**config.mk**
```make
export PLATFORM = sky130hd
export DESIGN_NAME = rf_wb_arb
export DESIGN_NICKNAME = d
export VERILOG_FILES = /design/src/rtl/rf_wb_arb.sv
export SDC_FILE = /design/constraint.sdc
export NUM_CORES = 1
export LEC_CHECK = 0
export ABC_AREA = 0
export CORE_MARGIN = 2
export CORE_UTILIZATION = 51
export CTS_CLUSTER_SIZE = 8
export DETAILED_ROUTE_END_ITERATION = 16
export PLACE_DENSITY = 0.87
export SYNTH_ARGS = -nofsm -noshare
export SYNTH_HDL_FRONTEND = slang
export SYNTH_SLANG_ARGS = --single-unit
```
**constraint.sdc**
```tcl
create_clock -name clk -period 7.3 [get_ports clk]
set_input_delay 0.73 -clock clk [delete_from_list [all_inputs] [get_ports clk]]
set_output_delay 0.73 -clock clk [all_outputs]
set_load 0.02 [all_outputs]
```
**src/rtl/rf_wb_arb.sv**
```systemverilog
// rtl/rf_wb_arb.sv - writeback arbiter: ex pass-through, load-return FIFO, load scoreboard
module rf_wb_arb #(
    parameter int FIFO_DEPTH = 2,
    parameter int STARVE_MAX = 4
) (
    input  logic        clk,
    input  logic        rst_n,
    input  logic        ex0_wen,
    input  logic [3:0]  ex0_wdst,
    input  logic        ex0_wbank,
    input  logic [31:0] ex0_wdata,
    input  logic        ex1_wen,
    input  logic [3:0]  ex1_wdst,
    input  logic        ex1_wbank,
    input  logic [31:0] ex1_wdata,
    output logic        ex1_stall,
    input  logic        ld_issue,
    input  logic [3:0]  ld_issue_dst,
    input  logic        ld_issue_bank,
    output logic        ld_issue_ready,
    input  logic        ld_rvalid,
    input  logic [3:0]  ld_rdst,
    input  logic        ld_rbank,
    input  logic [31:0] ld_rdata,
    output logic        ld_rready,
    output logic        rf_wen0,
    output logic [3:0]  rf_wdst0,
    output logic        rf_wbank0,
    output logic [31:0] rf_wdata0,
    output logic        rf_wen1,
    output logic [3:0]  rf_wdst1,
    output logic        rf_wbank1,
    output logic [31:0] rf_wdata1,
    input  logic [3:0]  chk_src0,
    input  logic [3:0]  chk_src1,
    input  logic [3:0]  chk_src2,
    input  logic [3:0]  chk_src3,
    input  logic        chk_bank0,
    input  logic        chk_bank1,
    input  logic        chk_bank2,
    input  logic        chk_bank3,
    output logic        chk_hit0,
    output logic        chk_hit1,
    output logic        chk_hit2,
    output logic        chk_hit3,
    output logic [4:0]  ld_outstanding
);
    localparam int AW = $clog2(FIFO_DEPTH);
    localparam int CW = $clog2(STARVE_MAX + 1);

    typedef struct packed {
        logic [3:0]  dst;
        logic        bank;
        logic [31:0] data;
    } ent_t;

    // Banked R0-R7 live at 16..23; R8-R15 are shared between banks.
    function automatic logic [4:0] phys_idx(input logic [3:0] dst, input logic bank);
        return (!dst[3] && bank) ? {2'b10, dst[2:0]} : {1'b0, dst};
    endfunction

    ent_t          mem_q [FIFO_DEPTH];
    ent_t          mem_d [FIFO_DEPTH];
    logic [AW-1:0] wr_ptr_q, wr_ptr_d, rd_ptr_q, rd_ptr_d;
    logic [AW:0]   cnt_q, cnt_d;
    logic [23:0]   sb_q, sb_d;
    logic [4:0]    out_q, out_d;
    logic [CW-1:0] starve_q, starve_d;

    logic          empty, full, push, pop;
    ent_t          head;
    logic [4:0]    head_idx, issue_idx;

    always_comb begin
        empty     = (cnt_q == '0);
        full      = (cnt_q == (AW+1)'(FIFO_DEPTH));
        head      = mem_q[rd_ptr_q];
        head_idx  = phys_idx(head.dst, head.bank);
        issue_idx = phys_idx(ld_issue_dst, ld_issue_bank);
        push      = ld_rvalid && !full;
        pop       = !ex1_wen && !empty;

        mem_d    = mem_q;
        wr_ptr_d = wr_ptr_q;
        rd_ptr_d = rd_ptr_q;
        cnt_d    = cnt_q;
        if (push) begin
            mem_d[wr_ptr_q] = '{dst: ld_rdst, bank: ld_rbank, data: ld_rdata};
            wr_ptr_d        = wr_ptr_q + 1'b1;
        end
        if (pop) begin
            rd_ptr_d = rd_ptr_q + 1'b1;
        end
        if (push && !pop) begin
            cnt_d = cnt_q + 1'b1;
        end else if (pop && !push) begin
            cnt_d = cnt_q - 1'b1;
        end

        // Clear applies before set so the counter stays equal to the popcount.
        sb_d  = sb_q;
        out_d = out_q;
        if (pop && sb_q[head_idx]) begin
            sb_d[head_idx] = 1'b0;
            out_d          = out_d - 5'd1;
        end
        if (ld_issue && !sb_d[issue_idx]) begin
            sb_d[issue_idx] = 1'b1;
            out_d           = out_d + 5'd1;
        end

        starve_d = starve_q;
        if (empty || pop) begin
            starve_d = '0;
        end else if (ex1_wen && (starve_q != CW'(STARVE_MAX))) begin
            starve_d = starve_q + 1'b1;
        end
    end

    always_ff @(posedge clk or negedge rst_n) begin
        if (!rst_n) begin
            for (int i = 0; i < FIFO_DEPTH; i++) mem_q[i] <= '0;
            wr_ptr_q <= '0;
            rd_ptr_q <= '0;
            cnt_q    <= '0;
            sb_q     <= '0;
            out_q    <= '0;
            starve_q <= '0;
        end else begin
            mem_q    <= mem_d;
            wr_ptr_q <= wr_ptr_d;
            rd_ptr_q <= rd_ptr_d;
            cnt_q    <= cnt_d;
            sb_q     <= sb_d;
            out_q    <= out_d;
            starve_q <= starve_d;
        end
    end

    assign rf_wen0   = ex0_wen;
    assign rf_wdst0  = ex0_wdst;
    assign rf_wbank0 = ex0_wbank;
    assign rf_wdata0 = ex0_wdata;

    assign rf_wen1   = ex1_wen || !empty;
    assign rf_wdst1  = ex1_wen ? ex1_wdst  : head.dst;
    assign rf_wbank1 = ex1_wen ? ex1_wbank : head.bank;
    assign rf_wdata1 = ex1_wen ? ex1_wdata : head.data;

    assign ld_rready      = !full;
    assign ld_issue_ready = !sb_q[issue_idx];
    assign ld_outstanding = out_q;
    assign ex1_stall      = (starve_q >= CW'(STARVE_MAX));

    assign chk_hit0 = sb_q[phys_idx(chk_src0, chk_bank0)];
    assign chk_hit1 = sb_q[phys_idx(chk_src1, chk_bank1)];
    assign chk_hit2 = sb_q[phys_idx(chk_src2, chk_bank2)];
    assign chk_hit3 = sb_q[phys_idx(chk_src3, chk_bank3)];

`ifndef SYNTHESIS
    always @(posedge clk) begin
        if (rst_n) begin
            assert (ld_outstanding == 5'($countones(sb_q)))
                else $error("rf_wb_arb: outstanding counter disagrees with scoreboard");
            assert (!ld_issue || ld_issue_ready)
                else $error("rf_wb_arb: load issued to a pending register");
            assert (!ex0_wen || !sb_q[phys_idx(ex0_wdst, ex0_wbank)])
                else $error("rf_wb_arb: ex0 write to a pending register");
            assert (!ex1_wen || !sb_q[phys_idx(ex1_wdst, ex1_wbank)])
                else $error("rf_wb_arb: ex1 write to a pending register");
            assert (!push || sb_q[phys_idx(ld_rdst, ld_rbank)])
                else $error("rf_wb_arb: load return without pending bit");
            assert (!ex1_stall || !ex1_wen)
                else $error("rf_wb_arb: ex1 write while stalled");
        end
    end
`endif
endmodule

```
==> results of run 1 <==
## where the power goes
group,internal (mW),leakage (nW),switching [mW]
registers,0.918,1.31,0.411
logic,0.989,2.08,0.911
clock network,0.289,0.152,0.227
total,2.20,3.54,1.55
## registers in the layout, summed over array words and instances, names as in the netlist
signal,cells
sb_q,24
mem_q,74
ld_outstanding,5
cnt_q,2
starve_q,3
wr_ptr_q,1
rd_ptr_q,1
## cell usage after synthesis, types with 5 or more instances
cell	number	area (µm²)
sky130_fd_sc_hd__clkbuf_1	25	93.8
sky130_fd_sc_hd__mux4_2	37	833
sky130_fd_sc_hd__nand2_1	68	255
sky130_fd_sc_hd__dfrtp_1	110	2750
sky130_fd_sc_hd__o21ai_0	77	385
sky130_fd_sc_hd__clkbuf_8	5	68.8
sky130_fd_sc_hd__mux2_2	77	867
sky130_fd_sc_hd__nand2b_1	5	31.3
sky130_fd_sc_hd__a21oi_1	10	50.1
sky130_fd_sc_hd__nor2b_1	7	43.8
sky130_fd_sc_hd__mux2i_1	41	410
sky130_fd_sc_hd__inv_1	11	41.3
sky130_fd_sc_hd__nand3_1	7	35.0
sky130_fd_sc_hd__buf_4	39	293
sky130_fd_sc_hd__o21ai_1	10	50.1
sky130_fd_sc_hd__xnor2_1	8	70.1
sky130_fd_sc_hd__nor2_1	18	67.6
sky130_fd_sc_hd__ha_1	5	62.6
## routing by layer
layer	wire length [µm]	track usage
met5	0	0
met3	1650	0.0447
met2	9960	0.463
met1	7860	0.347
met4	708	0.115
## cell families after synthesis
group | count (synthesis) | synth area share
buf+inv | 87 | 0.0732
flops | 110 | 0.378
xor+xnor | 12 | 0.0144
simple gates | 146 | 0.100
compound gates | 144 | 0.126
mux | 159 | 0.299
fa+ha+maj | 5 | 0.00859
## layout make-up
type	instances	area share
clock inverters	3	0.00563
multi-input cells	466	0.451
flip-flops and latches	110	0.310
repair buffers	157	0.175
well taps	180	0.0253
clock buffers	13	0.0293
inverters	11	0.00464
## placed cells by master, fill, tap and decap left out, types with 4 or more instances in the layout
cell | synthesis | routed
sky130_fd_sc_hd__or3_1 | 4 | 4
sky130_fd_sc_hd__nor2b_1 | 7 | 7
sky130_fd_sc_hd__or2_2 | 4 | 4
sky130_fd_sc_hd__buf_4 | 39 | 5
sky130_fd_sc_hd__nand3b_1 | 4 | 4
sky130_fd_sc_hd__o21ai_1 | 10 | 10
sky130_fd_sc_hd__nand2_1 | 68 | 68
sky130_fd_sc_hd__nor2_1 | 18 | 17
sky130_fd_sc_hd__o21ai_0 | 77 | 77
sky130_fd_sc_hd__o21bai_1 | 4 | 4
sky130_fd_sc_hd__nand2b_1 | 5 | 5
sky130_fd_sc_hd__nand3_1 | 7 | 7
sky130_fd_sc_hd__dfrtp_1 | 110 | 109
sky130_fd_sc_hd__mux4_2 | 37 | 37
sky130_fd_sc_hd__xor2_1 | 4 | 4
sky130_fd_sc_hd__a21oi_1 | 10 | 10
sky130_fd_sc_hd__clkbuf_16 | 0 | 9
sky130_fd_sc_hd__ha_1 | 5 | 5
sky130_fd_sc_hd__mux2_2 | 77 | 77
sky130_fd_sc_hd__nand4_1 | 4 | 4
sky130_fd_sc_hd__xnor2_1 | 8 | 8
sky130_fd_sc_hd__and2_1 | 4 | 4
sky130_fd_sc_hd__mux2i_1 | 41 | 41
sky130_fd_sc_hd__inv_1 | 11 | 11
sky130_fd_sc_hd__clkdlybuf4s50_1 | 0 | 151
## stage by stage
stage	worst slack (ps)	area (µm²)	instances	power [mW]
6_report	2900	8890	940	3.74
5_1_grt	2540	8890	940	3.95
4_1_cts	3000	8890	940	3.73
3_5_place_dp	3040	8580	924	3.21
3_3_place_gp	3100	8580	924	3.13
2_1_floorplan	4170	7280	663	2.55
## worst paths after layout
path	endpoint	slack (ps)	start	depth (start not counted)
setup / recovery	sb_q[2]$_DFF_PN0_	2900	rd_ptr_q$_DFFE_PN0P_	11
hold / removal	mem_q[66]$_DFFE_PN0P_	360	rst_n	1
setup reg to reg	sb_q[2]$_DFF_PN0_	2900	rd_ptr_q$_DFFE_PN0P_	11
hold reg to reg	mem_q[28]$_DFFE_PN0P_	500	mem_q[28]$_DFFE_PN0P_	1
max in group asynchronous	mem_q[63]$_DFFE_PN0P_	5650	rst_n	2
min in group clk	mem_q[28]$_DFFE_PN0P_	500	mem_q[28]$_DFFE_PN0P_	1
==> impl_summary.txt, run 1 <==
----------------------------------------------------
[Status]
  Outcome ... complete, no violations

[Detailed routing]
  Detailed-route via count ... 5,875
  Routed vias/inst ... roughly 6.3
  1st-pass router iterations ... 5
  Initial DRC count ... between 400 and 500
  Post-DR wirelength/cell ... around 21 µm
  Total Wirelength ... 20,200 µm
  Remaining antenna violation count after routing ... 0
  DRC viols ... 0

[CTS]
  Cts repair resizes ... 0
  Clock latency of the later-clocked register in the worst-skew pair ... 360 ps
  CTS tree ... done
  Number of buffers added to fix hold violations after cts ... 0
  Level count of the clock H-tree ... 3
  Buffer depth of the longest clock path ... 2
  Postcts setup bufs ... 0
  Clock net sink count ... 110
  Root Buffer Master ... sky130_fd_sc_hd__clkbuf_16
  Number of buffers inserted during clock tree synthesis ... 9
  Clock transition at path regs ... around 70 ps

[Placement]
  Port-buffer cells ... 153
  Final RePlAce weighted congestion ... 1.01
  DP HPWL ... 14,800 µm

[STA]
  Worst rel slew slack ... 0.270
  Slew Limit Fails ... 0
  Worst hold slack ... ~360 ps
  Setup repair after global routing missed its margin ... no
  Count of final setup violators ... 0
  Shortest clock period the worst path allows after layout ... 4400 ps
  Ratio of final minimum period to clock period ... 0.602
  Post-route clock skew ... 11.8 ps
  Transition time at the pin with the least slew margin ... between 1000 and 1500 ps
  Highest achievable clock rate ... 0.227 GHz
  Final number of hold-violating endpoints ... 0
  Setup Total Neg Slack ... 0 ps

[Setup path]
  Type of element capturing the critical path ... flip-flop
  Critical-path maximum fanout ... 37
  Cell-by-cell listing of the critical path ... buf_4, nor3b_1, nor2_1, o22ai_1, o211a_1, o41ai_1, o22a_2, o2111ai_2, a21oi_4, nand2_1, o21ai_0
  Kind of critical path ... flip-flop to flip-flop
  Worst Path Arrival ... 4660 ps
  Crit-path max cell delay ... 690 ps
  Cell with the largest stage delay on the worst path ... sky130_fd_sc_hd__dfrtp_2
  Required time of the critical path ... between 7000 and 8000 ps
  Critical path buffer and inverter count ... 1
  Startpoint types ... flip-flop
  Top Family by Delay on Critical Path ... compound AO/OA/AOI/OAI gates

[GRT]
  Overall routing resource usage ... 0.273
  Grt total ovfl ... 0
  Wire length of the first global-routing pass ... 31,700 µm
  Maximum number of pins on one net before global-route repair ... 75
  Via count of the first global-routing pass ... 6,093
  Antenna violations before repair ... 0

[Floorplanning]
  Die area ... roughly 15,000 µm²
  X dimension of the die ... 124 µm
  Initial core utilization ... 0.523
  Area inside the core boundary ... 13,900 µm²
  Die H ... between 100 and 150 µm
  Row count ... 43
  Ports ... 230

[Logic synthesis]
  Gate count of the mapped netlist ... between 600 and 700
  EDFF count, synth ... 0
  Register bit total from synthesis ... 110
  Post-synthesis cell type count ... 78
  Net count after synthesis ... 810
  Number of warnings printed during yosys synthesis ... 0
  Sequential share of the synthesized area ... 0.378
  Proportion of register bits with asynchronous set or reset after synthesis ... 1.00
  Most frequently used flop master after synthesis ... sky130_fd_sc_hd__dfrtp_1
  Mean cell area of the mapped netlist ... 11.0 µm²
  Cell area after synthesis ... 7280 µm²

[Finish]
  Area of combinational cells with multiple inputs ... approximately 4000 µm²
  Antenna cells ... 0
  Final core occ ... 0.638
  Fraction of final layout cells sized beyond drive strength 1 ... 0.211
  P&R area growth vs syn ... 22.1%
  Count of fill cells added during filler insertion ... 1,075
  Fin nets ... 902
  Total area of sequential cells ... 2750 µm²

[Run]
  Number of violations of the max-capacitance limit ... 0

[Pwr]
  Total power density per cell area ... 421 nW/µm²
  Worst IR Drop VDD ... approximately 0.00028 V
  Leakage power ... 3.54 nW

[Worst hold path]
  Class of the most critical hold timing path ... input port to asynchronous set/reset pin

----------------------------------------------------
(Power assumes the default switching activity.)
==> run 2: changes to the inputs <==
CORE_UTILIZATION = 43   (was 51)
PLACE_DENSITY = 0.78   (was 0.87)
clock period = 3.8 ns   (was 7.3 ns; I/O delays follow)
==> run 2 against run 1 <==
- critical path depth decreased by 1
- sequential cell count unchanged
- power increased by 91%
- sequential power increased by 88%
- global-route usage decreased by 5.7 points
- core utilization decreased by 9.2 points
- first-iteration DRC count increased by 28%
- clock power increased by 75%
- non-clock buffer count increased by 16
- final cell count increased by 6.0%
- clock-buffer cell count decreased by 3
- final area increased by 1.9%
==> impl_summary.txt, run 2 (same netlist as run 1, synthesis figures left out) <==
----------------------------------------------------
[Floorplanning]
  Row count ... 47
  Initial core utilization ... 0.439
  Ports ... 230
  Die H ... between 100 and 150 µm
  Die area ... 18,000 µm²
  X dimension of the die ... 134 µm
  Area inside the core boundary ... 16,600 µm²

[STA]
  Shortest clock period the worst path allows after layout ... about 3600 ps
  Slew Limit Fails ... 0
  Setup Total Neg Slack ... 0 ps
  Worst rel slew slack ... 0.489
  Worst setup slack after layout ... 178 ps
  Setup repair after global routing missed its margin ... no
  Ratio of final minimum period to clock period ... 0.953
  Final number of hold-violating endpoints ... 0
  Transition time at the pin with the least slew margin ... ~770 ps
  Post-route clock skew ... 8.20 ps
  Highest achievable clock rate ... 0.276 GHz
  Count of final setup violators ... 0

[Placement]
  Worst slack after detailed placement ... ~270 ps
  DP HPWL ... ~14,000 µm
  Port-buffer cells ... approximately 150
  Final RePlAce weighted congestion ... 1.01

[Detailed routing]
  Detailed-route via count ... 5,813
  Total Wirelength ... between 15,000 and 20,000 µm
  DRC viols ... 0
  Remaining antenna violation count after routing ... 0
  1st-pass router iterations ... 8
  Post-DR wirelength/cell ... 19.2 µm
  Routed vias/inst ... 5.84
  Initial DRC count ... just over 500

[GRT]
  Maximum number of pins on one net before global-route repair ... 74
  Wire length of the first global-routing pass ... a little over 30,000 µm
  Grt total ovfl ... 0
  Antenna violations before repair ... 0
  Overall routing resource usage ... 0.216
  Via count of the first global-routing pass ... 5,935

[CTS]
  Number of buffers added to fix hold violations after cts ... 0
  Clock latency of the later-clocked register in the worst-skew pair ... around 340 ps
  CTS tree ... done
  Clock net sink count ... 110
  Number of buffers inserted during clock tree synthesis ... 9
  Clock transition at path regs ... 80 ps
  Buffer depth of the longest clock path ... 2
  Level count of the clock H-tree ... 3
  Root Buffer Master ... sky130_fd_sc_hd__clkbuf_16

[Pwr]
  Portion of total power attributed to sequential cells ... 0.350
  Combinational share of power ... 0.524
  Share of total power in the clock network ... 0.126
  Total power density per cell area ... around 790 nW/µm²
  Worst IR Drop VDD ... 0.000341 V
  Switching part of the total power ... 0.411
  Internal power ... 4.21 mW
  Net load switching power ... a little under 3 mW
  Leakage power ... 3.62 nW

[Setup path]
  Worst Path Arrival ... slightly below 4000 ps
  Type of element capturing the critical path ... flip-flop
  Crit-path max cell delay ... roughly 530 ps
  Destination of the worst register-to-register timing path ... sb_q[8]$_DFF_PN0_
  Kind of critical path ... flip-flop to flip-flop
  Top Family by Delay on Critical Path ... compound AO/OA/AOI/OAI gates
  Cell with the largest stage delay on the worst path ... sky130_fd_sc_hd__dfrtp_2
  Flop2flop setup slack ... 180 ps
  Critical-path maximum fanout ... 16
  Cell-by-cell listing of the critical path ... mux2_4, mux4_2, o21ai_2, a221o_4, or2_1, o311ai_1, o2111ai_2, a21oi_4, nand2_1, o21ai_0
  Required time of the critical path ... 4030 ps
  Launch point of the worst reg-to-reg path ... rd_ptr_q$_DFFE_PN0P_
  Critical path buffer and inverter count ... 0
  Depth of the most critical reg-to-reg path ... 10
  Number of stages on the worst setup path ... 10
  Startpoint types ... flip-flop

[Finish]
  Antenna cells ... 0
  P&R area growth vs syn ... 24.3%
  Fin nets ... 918
  Number of flip-flops in the largest register ... 74
  Largest register by flop count ... mem_q
  Most frequent cells in the layout ... sky130_fd_sc_hd__clkdlybuf4s50_1 (151), sky130_fd_sc_hd__dfrtp_1 (109), sky130_fd_sc_hd__o21ai_0 (77), sky130_fd_sc_hd__mux2_2 (77), sky130_fd_sc_hd__nand2_1 (68)
  Count of fill cells added during filler insertion ... 1,438
  Fraction of final layout cells sized beyond drive strength 1 ... 0.229
  Most common cell after layout, fill and taps aside ... sky130_fd_sc_hd__clkdlybuf4s50_1

[Status]
  Outcome ... complete, no violations

[Worst hold path]
  Class of the most critical hold timing path ... input port to asynchronous set/reset pin

[Run]
  Number of violations of the max-capacitance limit ... 0

----------------------------------------------------
-- run 2: changes by cell type in the layout (fill, tap and decap cells not counted), sizes merged --
cell,previous run,this run
inv,13,15
clkinvlp,0,1
buf,6,22
bufinv,1,0
clkbuf,13,10
clkinv,0,1
-- run 2: metal layers --
layer | global-route usage | routed length [µm] | vias up
li1 | - | - | 2643
met5 | 0 | 0 | -
met3 | 0.0608 | 2210 | 73
met1 | 0.274 | 7410 | 2751
met4 | 0.0988 | 754 | 0
met2 | 0.346 | 8780 | 346
-- run 2: stage by stage --
stage                util  std cells  instance area [µm²]  total power, mW  hold slack (ps)
global route        0.546        996                 9060             7.59             65.2
global placement    0.528        978                 8750             6.09              409
finish              0.546        996                 9060             7.14             28.8
detailed placement  0.528        978                 8750             6.19              412
floorplan               -        663                 7280             4.90             84.4
CTS                 0.545        994                 9030             7.11             45.2
-- run 2: what timing repair did --
item                                   4_1_cts  5_1_grt
resized for setup                            0        2
setup endpoints to repair                    0       11
endpoints found under the hold margin        0        0
buffers inserted                             0        2
-- run 2: worst max-delay path by stage --
stage	startpoint	slack (ps)	endpoint
global placement	ld_issue_dst[0]	350	ld_outstanding[4]$_DFF_PN0_
CTS	rd_ptr_q$_DFFE_PN0P_	260	sb_q[8]$_DFF_PN0_
global route	rd_ptr_q$_DFFE_PN0P_	30	sb_q[8]$_DFF_PN0_
detailed placement	ld_issue_dst[0]	270	sb_q[8]$_DFF_PN0_
floorplan	rd_ptr_q$_DFFE_PN0P_	670	ld_outstanding[4]$_DFF_PN0_
finish	rd_ptr_q$_DFFE_PN0P_	180	sb_q[8]$_DFF_PN0_
-- run 2: area by class of cell --
class | instances | area (µm²) | share of cell area
Clock buffer | 10 | 229 | 0.0253
Tap cell | 220 | 275 | 0.0304
Inverter | 11 | 41.3 | 0.00456
Sequential cell | 110 | 2750 | 0.304
Multi-Input combinational cell | 466 | 4010 | 0.443
Clock inverter | 6 | 52.6 | 0.00580
Timing Repair Buffer | 173 | 1690 | 0.187
-- run 2: power by group through the flow --
| stage | registers [mW] | clock network [mW] | logic, mW |
|---|---|---|---|
| 3_5_place_dp | 2.50 | 0 | 3.70 |
| 2_1_floorplan | 2.18 | 0 | 2.71 |
| 5_1_grt | 2.57 | 0.974 | 4.04 |
| 4_1_cts | 2.47 | 0.920 | 3.72 |
| 3_3_place_gp | 2.45 | 0 | 3.64 |
| 6_report | 2.50 | 0.902 | 3.74 |
==> run 3: changes to the inputs <==
CTS_CLUSTER_DIAMETER = 60   (was not set)
==> results of run 3 <==
The final DEF is identical to that of run 2; final timing and power are the same.
